===== config.mk =====
export PLATFORM = sky130hd
export DESIGN_NAME = dat_bank_flat
export DESIGN_NICKNAME = d
export VERILOG_FILES = /design/src/rtl/dat_bank_pkg.sv /design/src/rtl/dat_bank_if.sv /design/src/rtl/dat_shifter.sv /design/src/rtl/dat_bank.sv /design/src/flat_wrapper.sv
export SDC_FILE = /design/constraint.sdc
export NUM_CORES = 1
export LEC_CHECK = 0
export BUFFER_PORTS_ARGS = -buffer_cell sky130_fd_sc_hd__clkbuf_2
export CAP_MARGIN = 20
export CORE_UTILIZATION = 30
export DETAILED_ROUTE_END_ITERATION = 10
export PLACE_DENSITY = 0.53
export SLEW_MARGIN = 20
export SYNTH_ARGS = -nofsm -noshare
export SYNTH_HDL_FRONTEND = slang
export SYNTH_SLANG_ARGS = --single-unit

===== constraint.sdc =====
create_clock -name clk_i -period 3.3 [get_ports clk_i]
set_clock_uncertainty 0.15 [all_clocks]
set_input_delay 0.495 -clock clk_i [delete_from_list [all_inputs] [get_ports clk_i]]
set_output_delay 0.495 -clock clk_i [all_outputs]
set_load 0.02 [all_outputs]

===== src/rtl/dat_bank_pkg.sv =====
// Shared op codes, carry-mux selects and shifter state encodings for the
// alpacacorn accumulator datapath (dat_bank / dat_shifter).
package dat_bank_pkg;

  localparam int OP_WIDTH           = 4;
  localparam int CTR_CARRYMUX_WIDTH = 2;

  typedef enum logic [OP_WIDTH-1:0] {
    OP_ADD = 4'd0,
    OP_ADC = 4'd1,
    OP_NOR = 4'd2,
    OP_AND = 4'd3,
    OP_XOR = 4'd4,
    OP_LD  = 4'd5,
    OP_JCC = 4'd6,
    OP_SHL = 4'd7,
    OP_SHR = 4'd8
  } alu_op_e;

  typedef enum logic [CTR_CARRYMUX_WIDTH-1:0] {
    CARRY_OP_GEN  = 2'd0,
    CARRY_OP_CLR  = 2'd1,
    CARRY_OP_SET  = 2'd2,
    CARRY_OP_KEEP = 2'd3
  } carry_op_e;

  typedef enum logic [0:0] {
    SH_IDLE  = 1'b0,
    SH_SHIFT = 1'b1
  } shift_state_e;

  // Only the adders produce a carry that CARRY_OP_GEN may capture.
  function automatic logic op_is_arith(input logic [OP_WIDTH-1:0] op);
    return (op == OP_ADD) || (op == OP_ADC);
  endfunction

endpackage


===== src/rtl/dat_bank_if.sv =====
// Control/data bus between the sequencer (master) and the accumulator bank (slave).
interface dat_bank_if
  import dat_bank_pkg::*;
#(
  parameter int DATA_WIDTH = 8,
  parameter int ACC_COUNT  = 4
);

  localparam int SEL_WIDTH = (ACC_COUNT > 1) ? $clog2(ACC_COUNT) : 1;

  logic [DATA_WIDTH-1:0]         data_i;
  logic [OP_WIDTH-1:0]           ctr_aluop_i;
  logic [CTR_CARRYMUX_WIDTH-1:0] ctr_carrymux_i;
  logic [SEL_WIDTH-1:0]          ctr_acc_sel_i;
  logic                          ctr_a_reg_en_i;
  logic [DATA_WIDTH-1:0]         data_o;
  logic                          carry_o;
  logic                          zero_o;
  logic                          busy_o;

  modport master (
    output data_i, ctr_aluop_i, ctr_carrymux_i, ctr_acc_sel_i, ctr_a_reg_en_i,
    input  data_o, carry_o, zero_o, busy_o
  );

  modport slave (
    input  data_i, ctr_aluop_i, ctr_carrymux_i, ctr_acc_sel_i, ctr_a_reg_en_i,
    output data_o, carry_o, zero_o, busy_o
  );

endinterface


===== src/rtl/dat_shifter.sv =====
// Serial one-bit-per-cycle shifter; raises a one-cycle done strobe together
// with the final result and the last bit shifted out.
module dat_shifter
  import dat_bank_pkg::*;
#(
  parameter int DATA_WIDTH  = 8,
  parameter int SHAMT_WIDTH = $clog2(DATA_WIDTH)
) (
  input  logic                   clk_i,
  input  logic                   rst_ni,
  input  logic                   start_i,
  input  logic                   dir_right_i,
  input  logic [DATA_WIDTH-1:0]  operand_i,
  input  logic [SHAMT_WIDTH-1:0] amount_i,
  output logic                   busy_o,
  output logic                   done_o,
  output logic [DATA_WIDTH-1:0]  result_o,
  output logic                   carry_o
);

  shift_state_e           state_q;
  logic [DATA_WIDTH-1:0]  sh_q;
  logic [SHAMT_WIDTH-1:0] cnt_q;
  logic                   dir_q;
  logic [DATA_WIDTH-1:0]  shifted;
  logic                   bit_out;

  always_comb begin
    if (dir_q) begin
      shifted = {1'b0, sh_q[DATA_WIDTH-1:1]};
      bit_out = sh_q[0];
    end else begin
      shifted = {sh_q[DATA_WIDTH-2:0], 1'b0};
      bit_out = sh_q[DATA_WIDTH-1];
    end
  end

  // The final shift and the writeback share one edge, so done is combinational.
  assign done_o   = (state_q == SH_SHIFT) && (cnt_q == SHAMT_WIDTH'(1));
  assign result_o = shifted;
  assign carry_o  = bit_out;

  always_ff @(posedge clk_i or negedge rst_ni) begin
    if (!rst_ni) begin
      state_q <= SH_IDLE;
      sh_q    <= '0;
      cnt_q   <= '0;
      dir_q   <= 1'b0;
      busy_o  <= 1'b0;
    end else begin
      case (state_q)
        SH_IDLE: begin
          if (start_i && (amount_i != '0)) begin
            state_q <= SH_SHIFT;
            sh_q    <= operand_i;
            cnt_q   <= amount_i;
            dir_q   <= dir_right_i;
            busy_o  <= 1'b1;
          end
        end
        SH_SHIFT: begin
          sh_q  <= shifted;
          cnt_q <= cnt_q - SHAMT_WIDTH'(1);
          if (cnt_q == SHAMT_WIDTH'(1)) begin
            state_q <= SH_IDLE;
            busy_o  <= 1'b0;
          end
        end
        default: begin
          state_q <= SH_IDLE;
          busy_o  <= 1'b0;
        end
      endcase
    end
  end

endmodule


===== src/rtl/dat_bank.sv =====
// Accumulator register file, single-cycle ALU and carry flag; multi-cycle
// shifts are delegated to dat_shifter and locked out via busy_o.
module dat_bank
  import dat_bank_pkg::*;
#(
  parameter int DATA_WIDTH = 8,
  parameter int ACC_COUNT  = 4
) (
  input  logic      clk_i,
  input  logic      rst_ni,
  dat_bank_if.slave bus
);

  localparam int SEL_WIDTH   = (ACC_COUNT > 1) ? $clog2(ACC_COUNT) : 1;
  localparam int SHAMT_WIDTH = $clog2(DATA_WIDTH);

  logic [DATA_WIDTH-1:0]         acc [ACC_COUNT];
  logic                          carry_q;
  logic [SEL_WIDTH-1:0]          tgt_q;
  logic [CTR_CARRYMUX_WIDTH-1:0] cmux_q;

  logic [DATA_WIDTH-1:0] op_a;
  logic [DATA_WIDTH-1:0] alu_res;
  logic [DATA_WIDTH:0]   sum;
  logic                  alu_wr;
  logic                  idle;
  logic                  wr_en;
  logic                  shift_req;
  logic                  sh_busy;
  logic                  sh_done;
  logic                  sh_cout;
  logic [DATA_WIDTH-1:0] sh_result;

  assign idle      = !sh_busy;
  assign op_a      = acc[bus.ctr_acc_sel_i];
  assign wr_en     = idle && bus.ctr_a_reg_en_i && alu_wr;
  assign shift_req = idle && bus.ctr_a_reg_en_i &&
                     ((bus.ctr_aluop_i == OP_SHL) || (bus.ctr_aluop_i == OP_SHR));

  always_comb begin
    alu_res = '0;
    alu_wr  = 1'b0;
    sum     = {1'b0, op_a} + {1'b0, bus.data_i} +
              {{DATA_WIDTH{1'b0}}, (bus.ctr_aluop_i == OP_ADC) & carry_q};
    case (bus.ctr_aluop_i)
      OP_ADD, OP_ADC: begin alu_res = sum[DATA_WIDTH-1:0];     alu_wr = 1'b1; end
      OP_NOR:         begin alu_res = ~(op_a | bus.data_i);    alu_wr = 1'b1; end
      OP_AND:         begin alu_res = op_a & bus.data_i;       alu_wr = 1'b1; end
      OP_XOR:         begin alu_res = op_a ^ bus.data_i;       alu_wr = 1'b1; end
      OP_LD:          begin alu_res = bus.data_i;              alu_wr = 1'b1; end
      default:        begin alu_res = '0;                      alu_wr = 1'b0; end
    endcase
  end

  dat_shifter #(
    .DATA_WIDTH (DATA_WIDTH),
    .SHAMT_WIDTH(SHAMT_WIDTH)
  ) u_shifter (
    .clk_i      (clk_i),
    .rst_ni     (rst_ni),
    .start_i    (shift_req),
    .dir_right_i(bus.ctr_aluop_i == OP_SHR),
    .operand_i  (op_a),
    .amount_i   (bus.data_i[SHAMT_WIDTH-1:0]),
    .busy_o     (sh_busy),
    .done_o     (sh_done),
    .result_o   (sh_result),
    .carry_o    (sh_cout)
  );

  // Shift writeback and ALU writes are mutually exclusive (busy vs. idle).
  always_ff @(posedge clk_i or negedge rst_ni) begin
    if (!rst_ni) begin
      for (int i = 0; i < ACC_COUNT; i++) begin
        acc[i] <= '0;
      end
      tgt_q  <= '0;
      cmux_q <= '0;
    end else begin
      if (sh_done) begin
        acc[tgt_q] <= sh_result;
      end else if (wr_en) begin
        acc[bus.ctr_acc_sel_i] <= alu_res;
      end
      if (shift_req) begin
        tgt_q  <= bus.ctr_acc_sel_i;
        cmux_q <= bus.ctr_carrymux_i;
      end
    end
  end

  always_ff @(posedge clk_i or negedge rst_ni) begin
    if (!rst_ni) begin
      carry_q <= 1'b0;
    end else if (sh_done) begin
      case (cmux_q)
        CARRY_OP_GEN: carry_q <= sh_cout;
        CARRY_OP_CLR: carry_q <= 1'b0;
        CARRY_OP_SET: carry_q <= 1'b1;
        default:      carry_q <= carry_q;
      endcase
    end else if (idle) begin
      case (bus.ctr_carrymux_i)
        CARRY_OP_GEN: begin
          if (bus.ctr_a_reg_en_i && op_is_arith(bus.ctr_aluop_i)) begin
            carry_q <= sum[DATA_WIDTH];
          end
        end
        CARRY_OP_CLR: carry_q <= 1'b0;
        CARRY_OP_SET: carry_q <= 1'b1;
        default:      carry_q <= carry_q;
      endcase
    end
  end

  assign bus.data_o  = op_a;
  assign bus.zero_o  = (op_a == '0);
  assign bus.carry_o = carry_q;
  assign bus.busy_o  = sh_busy;

endmodule


===== src/flat_wrapper.sv =====
// flat-port wrapper written by rule: the top's interface ports become plain ports
module dat_bank_flat import dat_bank_pkg::*;
#(
  parameter int DATA_WIDTH = 8,
  parameter int ACC_COUNT  = 4
)
  (clk_i, rst_ni, bus_data_i, bus_ctr_aluop_i, bus_ctr_carrymux_i, bus_ctr_acc_sel_i, bus_ctr_a_reg_en_i, bus_data_o, bus_carry_o, bus_zero_o, bus_busy_o);
  dat_bank_if #(.DATA_WIDTH(DATA_WIDTH), .ACC_COUNT(ACC_COUNT)) bus_i ();
  input  logic clk_i;
  input  logic rst_ni;
  input wire logic [$bits(bus_i.data_i)-1:0] bus_data_i;
  input wire logic [$bits(bus_i.ctr_aluop_i)-1:0] bus_ctr_aluop_i;
  input wire logic [$bits(bus_i.ctr_carrymux_i)-1:0] bus_ctr_carrymux_i;
  input wire logic [$bits(bus_i.ctr_acc_sel_i)-1:0] bus_ctr_acc_sel_i;
  input wire logic [$bits(bus_i.ctr_a_reg_en_i)-1:0] bus_ctr_a_reg_en_i;
  output wire logic [$bits(bus_i.data_o)-1:0] bus_data_o;
  output wire logic [$bits(bus_i.carry_o)-1:0] bus_carry_o;
  output wire logic [$bits(bus_i.zero_o)-1:0] bus_zero_o;
  output wire logic [$bits(bus_i.busy_o)-1:0] bus_busy_o;
  assign bus_i.data_i = bus_data_i;
  assign bus_i.ctr_aluop_i = bus_ctr_aluop_i;
  assign bus_i.ctr_carrymux_i = bus_ctr_carrymux_i;
  assign bus_i.ctr_acc_sel_i = bus_ctr_acc_sel_i;
  assign bus_i.ctr_a_reg_en_i = bus_ctr_a_reg_en_i;
  assign bus_data_o = bus_i.data_o;
  assign bus_carry_o = bus_i.carry_o;
  assign bus_zero_o = bus_i.zero_o;
  assign bus_busy_o = bus_i.busy_o;
  dat_bank #(.DATA_WIDTH(DATA_WIDTH), .ACC_COUNT(ACC_COUNT)) u_core (.clk_i(clk_i), .rst_ni(rst_ni), .bus(bus_i));
endmodule

-- After elaboration in Yosys (flattened, before gate mapping)
Cells that the tools add are included.
- $add $sub $neg: 3
- order comparisons: 4
- equal/unequal tests: 17
- multiplexer cells: 30
- bitwise operators: 8
- reduce and logical (&&, ||, !) cells: 23
- operators by type and width (cell ; count):
    32-bit bitwise mux ; 2
    32-bit two-way mux ; 2
    8-bit two-way mux ; 6
    8-bit case mux with 5 select lines ; 1
    8-bit demux with 2-bit select ; 2
    8-bit binary-select mux with 2-bit select ; 1
    8-bit case mux with 2 select lines ; 1
    4-bit by 3-bit equality test with 1-bit output (second input constant) ; 3
    8-bit by 8-bit adder with 9-bit output ; 1
    9-bit by 1-bit adder with 9-bit output ; 1
    1-bit two-way mux ; 9
    8-bit bitwise AND ; 1
    4-bit by 2-bit equality test with 1-bit output (second input constant) ; 2
    1-bit logical AND ; 8
    8-bit zero test ; 1
    8-bit NOT ; 1
    8-bit bitwise OR ; 1
    8-bit XOR ; 1
    3-bit greater-or-equal comparator (second input constant) ; 2
    3-bit by 1-bit < comparator with 1-bit output (second input constant) ; 2
    2-bit NOT with 3-bit output ; 2
    1-bit case mux with 3 select lines ; 2
    3-bit case mux with 2 select lines ; 1
    6-bit OR reduction ; 1
    24 further kinds ; 31
- register bits after elaboration: 51
- input bits: 19
- output and inout port bits: 11
- word-level logic and storage cells: 97

-- Depth between registers and ports, before layout
Gate-level depths: netlist (run 1).
- depth after elaboration: 10
- depth in mapped cells: 10
- gate-level depth less buffers: 9

-- By module
A second synthesis (run 1) with hierarchy kept.
- cell total of the unflattened synthesis: 391
- area total of the unflattened synthesis: 3932.5 um^2
- by module, submodules not included (module ; instances ; cells an instance ; area an instance (um^2) ; sequential area each (um^2)):
    dat_bank ; 1 ; 323 ; 3118.0 ; 925.9
    dat_shifter ; 1 ; 68 ; 814.5 ; 350.3

-- Worst setup path before layout (run 1)
OpenSTA, ideal clock, no wires.
- kind: in2reg
- start: in bus_ctr_acc_sel_i[0]
- end: reg u_core.acc[15] in the netlist's numbering
- library setup time: 0.159 ns
- data arrival time: 2.942 ns
- required time: 2.991 ns
- setup slack: 0.049 ns
- cell stages on the path: 9
- buffers on the path: 1
- path through: buf_2 -> mux4_2 -> inv_1 -> ha_1 -> nor2b_1 -> o31a_1 -> and3_1 -> nor4b_1 -> a221oi_1
- longest elaborated chain between the ends: 10
- elaborated cells on any way between the ends: 19
- those cells by class: add/sub (2); order compare (2); mux (9); bitwise (5); reduce/logical (1)
- ends and longest elaborated chain (item ; RTL line ; source):
    from (decl) ; flat_wrapper.sv:14 ; input wire logic [$bits(bus_i.ctr_acc_sel_i)-1:0] bus_ctr_acc_sel_i;
    2-bit NOT with 3-bit output (not written as such) ; dat_bank.sv:35 ; assign op_a = acc[bus.ctr_acc_sel_i];
    8-bit binary-select mux with 2-bit select ; dat_bank.sv:35 ;
    8-bit two-way mux (not written as such) (2 in series) ; dat_bank.sv:35 ;
    named net bus_data_o[1] ; flat_wrapper.sv:16 ; output wire logic [$bits(bus_i.data_o)-1:0] bus_data_o;
    8-bit by 8-bit adder with 9-bit output ; dat_bank.sv:43 ; sum = {1'b0, op_a} + {1'b0, bus.data_i} +
    9-bit by 1-bit adder with 9-bit output ; dat_bank.sv:43 ;
    8-bit case mux with 5 select lines ; dat_bank.sv:45 ; case (bus.ctr_aluop_i)
    32-bit bitwise mux ; dat_bank.sv:83 ; acc[bus.ctr_acc_sel_i] <= alu_res;
    32-bit two-way mux ; dat_bank.sv:82 ; end else if (wr_en) begin
    32-bit two-way mux ; dat_bank.sv:80 ; if (sh_done) begin
    to (signal, indexed assignment) ; dat_bank.sv:81 ; acc[tgt_q] <= sh_result;
    to (signal, indexed assignment) ; dat_bank.sv:83 ;
    to (decl) ; dat_bank.sv:17 ; logic [DATA_WIDTH-1:0] acc [ACC_COUNT];
The timed path passes the listed nets, and every way through them passes these cells. The select of a mux whose other input is x is not followed.
A chain may end at the register's enable or synchronous reset.

-- Final worst setup path (run 1)
- start: in bus_ctr_acc_sel_i[0]
- end: reg u_core.acc[30] in the netlist's numbering
- longest elaborated chain between the ends: 10
- elaborated cells on any way between the ends: 19
- those cells by class: add/sub (2); order compare (2); mux (9); bitwise (5); reduce/logical (1)
- ends and longest elaborated chain (item ; RTL line):
    2-bit NOT with 3-bit output (not written as such) * ; dat_bank.sv:35, dat_bank.sv:83
    8-bit binary-select mux with 2-bit select ; dat_bank.sv:35
    8-bit two-way mux (not written as such) (2 in series) ; dat_bank.sv:35
    8-bit by 8-bit adder with 9-bit output / 8-bit bitwise OR (equally long branches) ; dat_bank.sv:43, dat_bank.sv:47
    9-bit by 1-bit adder with 9-bit output / 8-bit NOT (equally long branches) ; dat_bank.sv:43, dat_bank.sv:47
    8-bit case mux with 5 select lines ; dat_bank.sv:45
    32-bit bitwise mux * ; dat_bank.sv:83
    32-bit two-way mux * ; dat_bank.sv:82
    32-bit two-way mux * ; dat_bank.sv:80
Mark *: on every way between the ends. The rest lies on a longest branch, timed or not. The select of a mux whose other input is x is not followed.

==> impl_metrics.env, run 1 <==
export IMPL_gp_congestion=0.8537
export IMPL_grt_pass1_vias=3301
export IMPL_layout_commonest_cell="dfrtp_1"
export IMPL_synth_top_cell_area_share_pct=35.32
export IMPL_critPathMaxStageDelay_ns=0.46
export IMPL_antenna_found_initial=0
export IMPL_dpl_hpwl_um=8495
export IMPL_die_area_um2=12490
export IMPL_via_count=3260
export IMPL_crit_path_end_kind="flop"
export IMPL_core_area_um2=11560
export IMPL_crit_chain="clkbuf_2 -> mux4_2 -> inv_1 -> fa_1 -> fa_1 -> nor2b_1 -> o31ai_1 -> a21bo_2 -> a31oi_1 -> a222oi_1"
export IMPL_tritoncts="yes"
export IMPL_synth_edf_count=0
export IMPL_drt_pass1_iterations=8
export IMPL_hold_viol=0
export IMPL_vdd_drop_max_uv=335.8
export IMPL_syn_avg_cell_area_um2=9.766
export IMPL_rows=39
export IMPL_hold_buffers=0
export IMPL_vias_per_cell=5.780
export IMPL_wirelength_um=11150
export IMPL_yosys_warnings=0
export IMPL_drtAntennaViolNets=0
export IMPL_crit_required_ns=3.27
export IMPL_rsz0062_at_grt="no"
export IMPL_drive_gt1_share_pct=22.80
export IMPL_worst_hold_slack_ns=0.1792
export IMPL_path_max_fanout=4
export IMPL_synth_top_area_cell="dfrtp_1"
export IMPL_yosysSeqAreaShare_pct=35.32
export IMPL_violations="DRC"
export IMPL_grt_usage_pct=17.94
export IMPL_cts_buffers=5
export IMPL_synth_seq_cells=51
export IMPL_fin_util_pct=36.70
export IMPL_overflow=0
export IMPL_cp_slowest_cell="fa_1"
export IMPL_place_ws_ns=-0.1162
export IMPL_critPathBufInv=2
export IMPL_diodes=0
export IMPL_cts_buffer_depth=2
export IMPL_dieHeight_um=111.8
export IMPL_design_area_um2=4244
export IMPL_synthesis_area_um2=3613
export IMPL_initial_utilization_pct=31.25
export IMPL_io_buffers=29
export IMPL_drt_iter0_drc=232
export IMPL_criticalPathCategory="in2reg"
export IMPL_cts_resized=0
export IMPL_critPathLaunch="bus_ctr_acc_sel_i[0]"
export IMPL_wl_per_cell_um=19.76
export IMPL_area_growth_pct=17.45
export IMPL_route_detailed_drc=5
export IMPL_slew_violations=0
export IMPL_ioPinCount=30
export IMPL_cts_num_sinks=51
export IMPL_async_reset_ff_share_pct=100.0
export IMPL_synth_cell_types=60
export IMPL_slew_limit_headroom_pct=37.93
export IMPL_reg2reg_from="u_core.acc[16]"
export IMPL_p_total_w=0.003190
export IMPL_grt_pass1_wl_um=17460
export IMPL_clock_latency_ns=0.30
export IMPL_cts_setup_buffers=0
export IMPL_setup_viol=0
export IMPL_final_nets=465
export IMPL_postSynthNetCount=415
export IMPL_path_delay_family="compound AO/OA/AOI/OAI gates"
export IMPL_synth_cells=370
export IMPL_finalCritPeriodShare_pct=95.72
export IMPL_dpl_instance_area_um2=4085
export IMPL_mostFrequentLayoutCells="51 x dfrtp_1, 38 x inv_1, 32 x buf_4, 29 x clkbuf_2, 24 x ha_1"
export IMPL_hold_class="in2async"
export IMPL_p_leak_nw=1.925
export IMPL_crit_top_cell="fa_1"
export IMPL_ys_flop_type="dfrtp_1"
export IMPL_clkTransAtPathRegs_ns=0.08
export IMPL_nFillCells=1166
export IMPL_cap_violations=0
export IMPL_p_per_area_nw_per_um2=751.7
export IMPL_critPathArrivalTime_ns=3.13
export IMPL_cts_max_level=2
export IMPL_cts_root_buf="clkbuf_16"
export IMPL_grt_max_degree=39
export IMPL_fmax_mhz=316.6
export IMPL_startpoint_type="input pin"
export IMPL_period_needed_ns=3.159
export IMPL_die_width_um=111.8
export IMPL_synth_area_leaders="dfrtp_1 35%, ha_1 8.3%, mux4_2 5.0%"
export IMPL_worst_slew_pin_slew_ns=0.9311
export IMPL_layout_setup_ws_ns=0.1411
export IMPL_status="finished, violations left"
cells in the mapped netlist (2+ instances only):
cell type	count
a211oi_1	4
a21o_1	3
a21oi_1	13
a221o_1	8
a221oi_1	15
a222oi_1	7
a22oi_1	15
a31oi_1	2
a32oi_1	5
and3_1	4
and3b_1	2
buf_2	8
buf_6	2
clkbuf_1	8
dfrtp_1	51
fa_1	2
ha_1	24
inv_1	38
mux2_2	5
mux2i_1	7
mux4_2	8
nand2_1	20
nand2b_1	3
nand3_1	2
nand3b_1	4
nand4_1	2
nor2_1	23
nor2b_1	5
nor3_1	13
nor3_2	2
nor3b_1	2
nor4b_1	2
o211a_1	2
o21a_1	2
o21ai_0	21
o221ai_1	5
o22ai_1	3
o32ai_1	2
or2_2	2
or3_1	4
report_power, final:
part | total, W | internal [W] | switching [W]
clock | 0.000555 | 0.000294 | 0.000261
combinational | 0.00154 | 0.000675 | 0.000866
sequential | 0.00109 | 0.000898 | 0.000196
worst paths after layout:
path / to / cells after the start / slack, ns
worst min-delay path: u_core.acc[17] / 1 / 0.18
worst max-delay path: u_core.acc[30] / 10 / 0.14
worst min register to register: u_core.u_shifter.cnt_q[1] / 1 / 0.34
max in group asynchronous: u_core.u_shifter.sh_q[7] / 2 / 2.07
worst max register to register: u_core.acc[30] / 9 / 0.25
min in group clk_i: u_core.cmux_q[0] / 3 / 0.31
stage by stage:
step	setup TNS (ns)	std cells
finish	0	564
global route	0	564
CTS	0	564
detailed placement	-0.2949	556
global placement	-0.07587	556
floorplan	0	370
state kept, by name, indices dropped and copies added, names as in the netlist:
register                  count
u_core.u_shifter.dir_q        1
u_core.acc                   32
u_core.u_shifter.sh_q         8
u_core.u_shifter.cnt_q        3
u_core.cmux_q                 2
u_core.tgt_q                  2
u_core.u_shifter.busy_o       1
u_core.u_shifter.state_q      1
u_core.bus.carry_o            1
layout make-up:
cell class                      instances  area, µm²  area share (%)
Multi-Input combinational cell        263       2102           49.53
Sequential cell                        51       1276           30.07
Timing Repair Buffer                   61      385.4           9.080
Tap cell                              143      178.9           4.216
Inverter                               38      142.6           3.361
Clock buffer                            5      125.1           2.948
Clock inverter                          3      33.78          0.7960
cells by family after synthesis:
group,Yosys count,share of synthesized area (%)
XOR/XNOR,1,0.2424
AO/OA/AOI/OAI,113,23.37
adder cells (fa/ha/maj),26,9.418
AND/OR/NAND/NOR,103,16.66
flip-flops,51,35.32
multiplexers,20,8.483
buffers and inverters,56,6.510
layer usage:
| metal | track usage, % | vias up | wire (µm) |
|---|---|---|---|
| li1 | - | 1497 | - |
| met5 | 0 | - | 0 |
| met3 | 2.123 | 14 | 723 |
| met2 | 29.11 | 140 | 5066 |
| met4 | 4.865 | 0 | 167 |
| met1 | 25.21 | 1609 | 5187 |
worst reg2reg max path: cells and delay by family (launching register included):
family	cells	cell delay, ns
AOI/OAI and AO/OA	4	0.95
muxes	1	0.27
adders and majority gates	2	0.88
buffers and inverters	1	0.08
and+or+nand+nor	1	0.19
DFF	1	0.36
Note: power is estimated with default switching activity, not from simulation.
==> run 2: changes to the inputs <==
--- a/config.mk
+++ b/config.mk
@@ -9,7 +9,7 @@
 export CAP_MARGIN = 20
 export CORE_UTILIZATION = 30
 export DETAILED_ROUTE_END_ITERATION = 10
-export PLACE_DENSITY = 0.53
+export PLACE_DENSITY = 0.49
 export SLEW_MARGIN = 20
 export SYNTH_ARGS = -nofsm -noshare
 export SYNTH_HDL_FRONTEND = slang
==> run 2 against run 1 <==
Clock power up 9.5%. Count of clock-buffer cells in the layout is the same. The flow still finishes with violations (DRC). Via count is 0.83% lower. Largest power group unchanged. Maximum frequency grew 3.3%. Sequential cell count is the same. Worst hold slack is essentially flat. Critical path type unchanged. First-iteration DRC count shrank 3.4%. Register-to-register slack better by 0.08 ns. Cell count is 0.18% lower. Final area grew 0.12%. Sequential share of layout area barely moved. Core utilization hardly changed.
==> impl_metrics.env, run 2 (synthesis results as in run 1) <==
export IMPL_cts_buffer_depth=2
export IMPL_clock_latency_ns=0.30
export IMPL_rows=39
export IMPL_critPathCapture="u_core.acc[30]"
export IMPL_cts_resized=0
export IMPL_top_register="u_core.acc"
export IMPL_p_clk_share_pct=18.8
export IMPL_die_width_um=111.8
export IMPL_worst_slew_pin_slew_ns=0.9180
export IMPL_p_leak_nw=1.926
export IMPL_finalCritPeriodShare_pct=92.63
export IMPL_die_area_um2=12490
export IMPL_p_seq_share_pct=34.2
export IMPL_cp_slowest_cell="fa_1"
export IMPL_cts_root_buf="clkbuf_16"
export IMPL_cts_setup_buffers=0
export IMPL_critPathLaunch="bus_ctr_acc_sel_i[0]"
export IMPL_reg2reg_slack_ns=0.33
export IMPL_hold_viol=0
export IMPL_reg2reg_from="u_core.acc[8]"
export IMPL_nFillCells=1184
export IMPL_period_needed_ns=3.057
export IMPL_via_count=3233
export IMPL_dpl_hpwl_um=8701
export IMPL_p_switching_w=0.001319
export IMPL_io_buffers=29
export IMPL_cts_max_level=2
export IMPL_worst_hold_slack_ns=0.1790
export IMPL_grt_pass1_wl_um=17880
export IMPL_timing_rr_end="u_core.acc[30]"
export IMPL_drtAntennaViolNets=0
export IMPL_crit_path_end_kind="flop"
export IMPL_fin_util_pct=36.74
export IMPL_largestRegisters="u_core.acc (32), u_core.u_shifter.sh_q (8), u_core.u_shifter.cnt_q (3)"
export IMPL_regArea_um2=1276
export IMPL_cap_violations=0
export IMPL_hold_buffers=0
export IMPL_p_int_w=0.001924
export IMPL_hold_class="in2async"
export IMPL_status="finished, violations left"
export IMPL_reg2reg_depth=9
export IMPL_gp_congestion=0.8913
export IMPL_drt_iter0_drc=224
export IMPL_route_detailed_drc=4
export IMPL_multi_input_area_um2=2102
export IMPL_grt_usage_pct=18.68
export IMPL_vdd_drop_max_uv=328.4
export IMPL_fmax_mhz=327.1
export IMPL_vias_per_cell=5.742
export IMPL_layout_commonest_cell="dfrtp_1"
export IMPL_dieHeight_um=111.8
export IMPL_criticalPathCategory="in2reg"
export IMPL_cts_buffers=5
export IMPL_p_per_area_nw_per_um2=763.2
export IMPL_largest_reg_flops=32
export IMPL_drive_gt1_share_pct=22.62
export IMPL_crit_required_ns=3.28
export IMPL_combPwrFrac_pct=47.1
export IMPL_antenna_found_initial=0
export IMPL_initial_utilization_pct=31.25
export IMPL_area_growth_pct=17.59
export IMPL_clkTransAtPathRegs_ns=0.07
export IMPL_drt_pass1_iterations=8
export IMPL_overflow=0
export IMPL_path_max_fanout=4
export IMPL_core_area_um2=11560
export IMPL_tritoncts="yes"
export IMPL_mostFrequentLayoutCells="51 x dfrtp_1, 38 x inv_1, 31 x buf_4, 28 x clkbuf_2, 24 x ha_1"
export IMPL_violations="DRC"
export IMPL_crit_top_cell="fa_1"
export IMPL_grt_pass1_vias=3174
export IMPL_setup_viol=0
export IMPL_crit_chain="clkbuf_2 -> mux4_2 -> inv_1 -> fa_1 -> fa_1 -> nor2b_1 -> o31ai_1 -> a21bo_2 -> a31oi_1 -> a222oi_1"
export IMPL_final_nets=464
export IMPL_wl_per_cell_um=20.10
export IMPL_slew_violations=0
export IMPL_grt_max_degree=41
export IMPL_switching_share_pct=40.66
export IMPL_wirelength_um=11320
export IMPL_ioPinCount=30
export IMPL_critPathMaxStageDelay_ns=0.46
export IMPL_cts_num_sinks=51
export IMPL_diodes=0
export IMPL_rsz0062_at_grt="no"
export IMPL_slew_limit_headroom_pct=38.80
export IMPL_critPathArrivalTime_ns=3.04
export IMPL_startpoint_type="input pin"
-- run 2: cell count changes in the layout (fill, tap and decap cells not counted) --
cell,before,now
buf_2,0,1
buf_4,32,31
bufinv_16,0,1
clkbuf_2,29,28
clkinv_8,1,0
clkinvlp_4,0,1
inv_6,2,1
-- run 2: stage by stage --
| step | instance area, µm² | TNS (ns) | setup WS [ns] | total power (W) | instances |
|---|---|---|---|---|---|
| final | 4249 | 0 | 0.2431 | 0.003243 | 563 |
| after global routing | 4249 | 0 | 0.1079 | 0.003470 | 563 |
| after CTS | 4249 | 0 | 0.2554 | 0.003258 | 563 |
| after detailed placement | 4078 | -0.1080 | -0.04762 | 0.002636 | 555 |
| after global placement | 4078 | 0 | 0.01363 | 0.002610 | 555 |
| after floorplan | 3613 | 0 | 0.04919 | 0.002094 | 370 |
-- run 2: worst min-delay path by stage --
| stage | to | depth (start not counted) | startpoint |
|---|---|---|---|
| after floorplan | u_core.acc[0] | 0 | rst_ni |
| after global placement | u_core.u_shifter.cnt_q[1] | 1 | u_core.u_shifter.cnt_q[1] |
| after detailed placement | u_core.u_shifter.cnt_q[1] | 1 | u_core.u_shifter.cnt_q[1] |
| after CTS | u_core.acc[8] | 1 | rst_ni |
| after global routing | u_core.tgt_q[0] | 1 | rst_ni |
| final | u_core.acc[8] | 1 | rst_ni |
-- run 2: area by class of cell --
cell class	count	area share, %
tap	143	4.211
clock buffer	5	2.945
clock inverter	3	1.090
inverter	38	3.357
sequential	51	30.04
multi-input combinational	263	49.47
timing repair buffer	60	8.893
-- run 2: worst max-delay path, delay by kind of cell --
kind,cells,cell delay [ns]
buffers and inverters,2,0.22
AND/OR/NAND/NOR,1,0.17
adder cells (fa/ha/maj),2,0.88
multiplexers,1,0.39
AO/OA/AOI/OAI,4,0.87
-- run 2: per-layer routing --
layer | share of wire (%) | global-route usage, % | vias up
li1 | - | - | 1502
met1 | 48 | 27.22 | 1594
met2 | 44 | 28.86 | 120
met3 | 5.8 | 2.395 | 17
met4 | 1.8 | 5.405 | 0
met5 | 0 | 0 | -
-- run 2: power groups by stage --
| stage | sequential, W | clock (W) | combinational [W] |
|---|---|---|---|
| 6_report | 0.00111 | 0.000608 | 0.00153 |
| 5_1_grt | 0.00115 | 0.000646 | 0.00168 |
| 4_1_cts | 0.00110 | 0.000625 | 0.00153 |
| 3_5_place_dp | 0.00111 | 0 | 0.00152 |
| 3_3_place_gp | 0.00111 | 0 | 0.00150 |
| 2_1_floorplan | 0.00103 | 0 | 0.00106 |
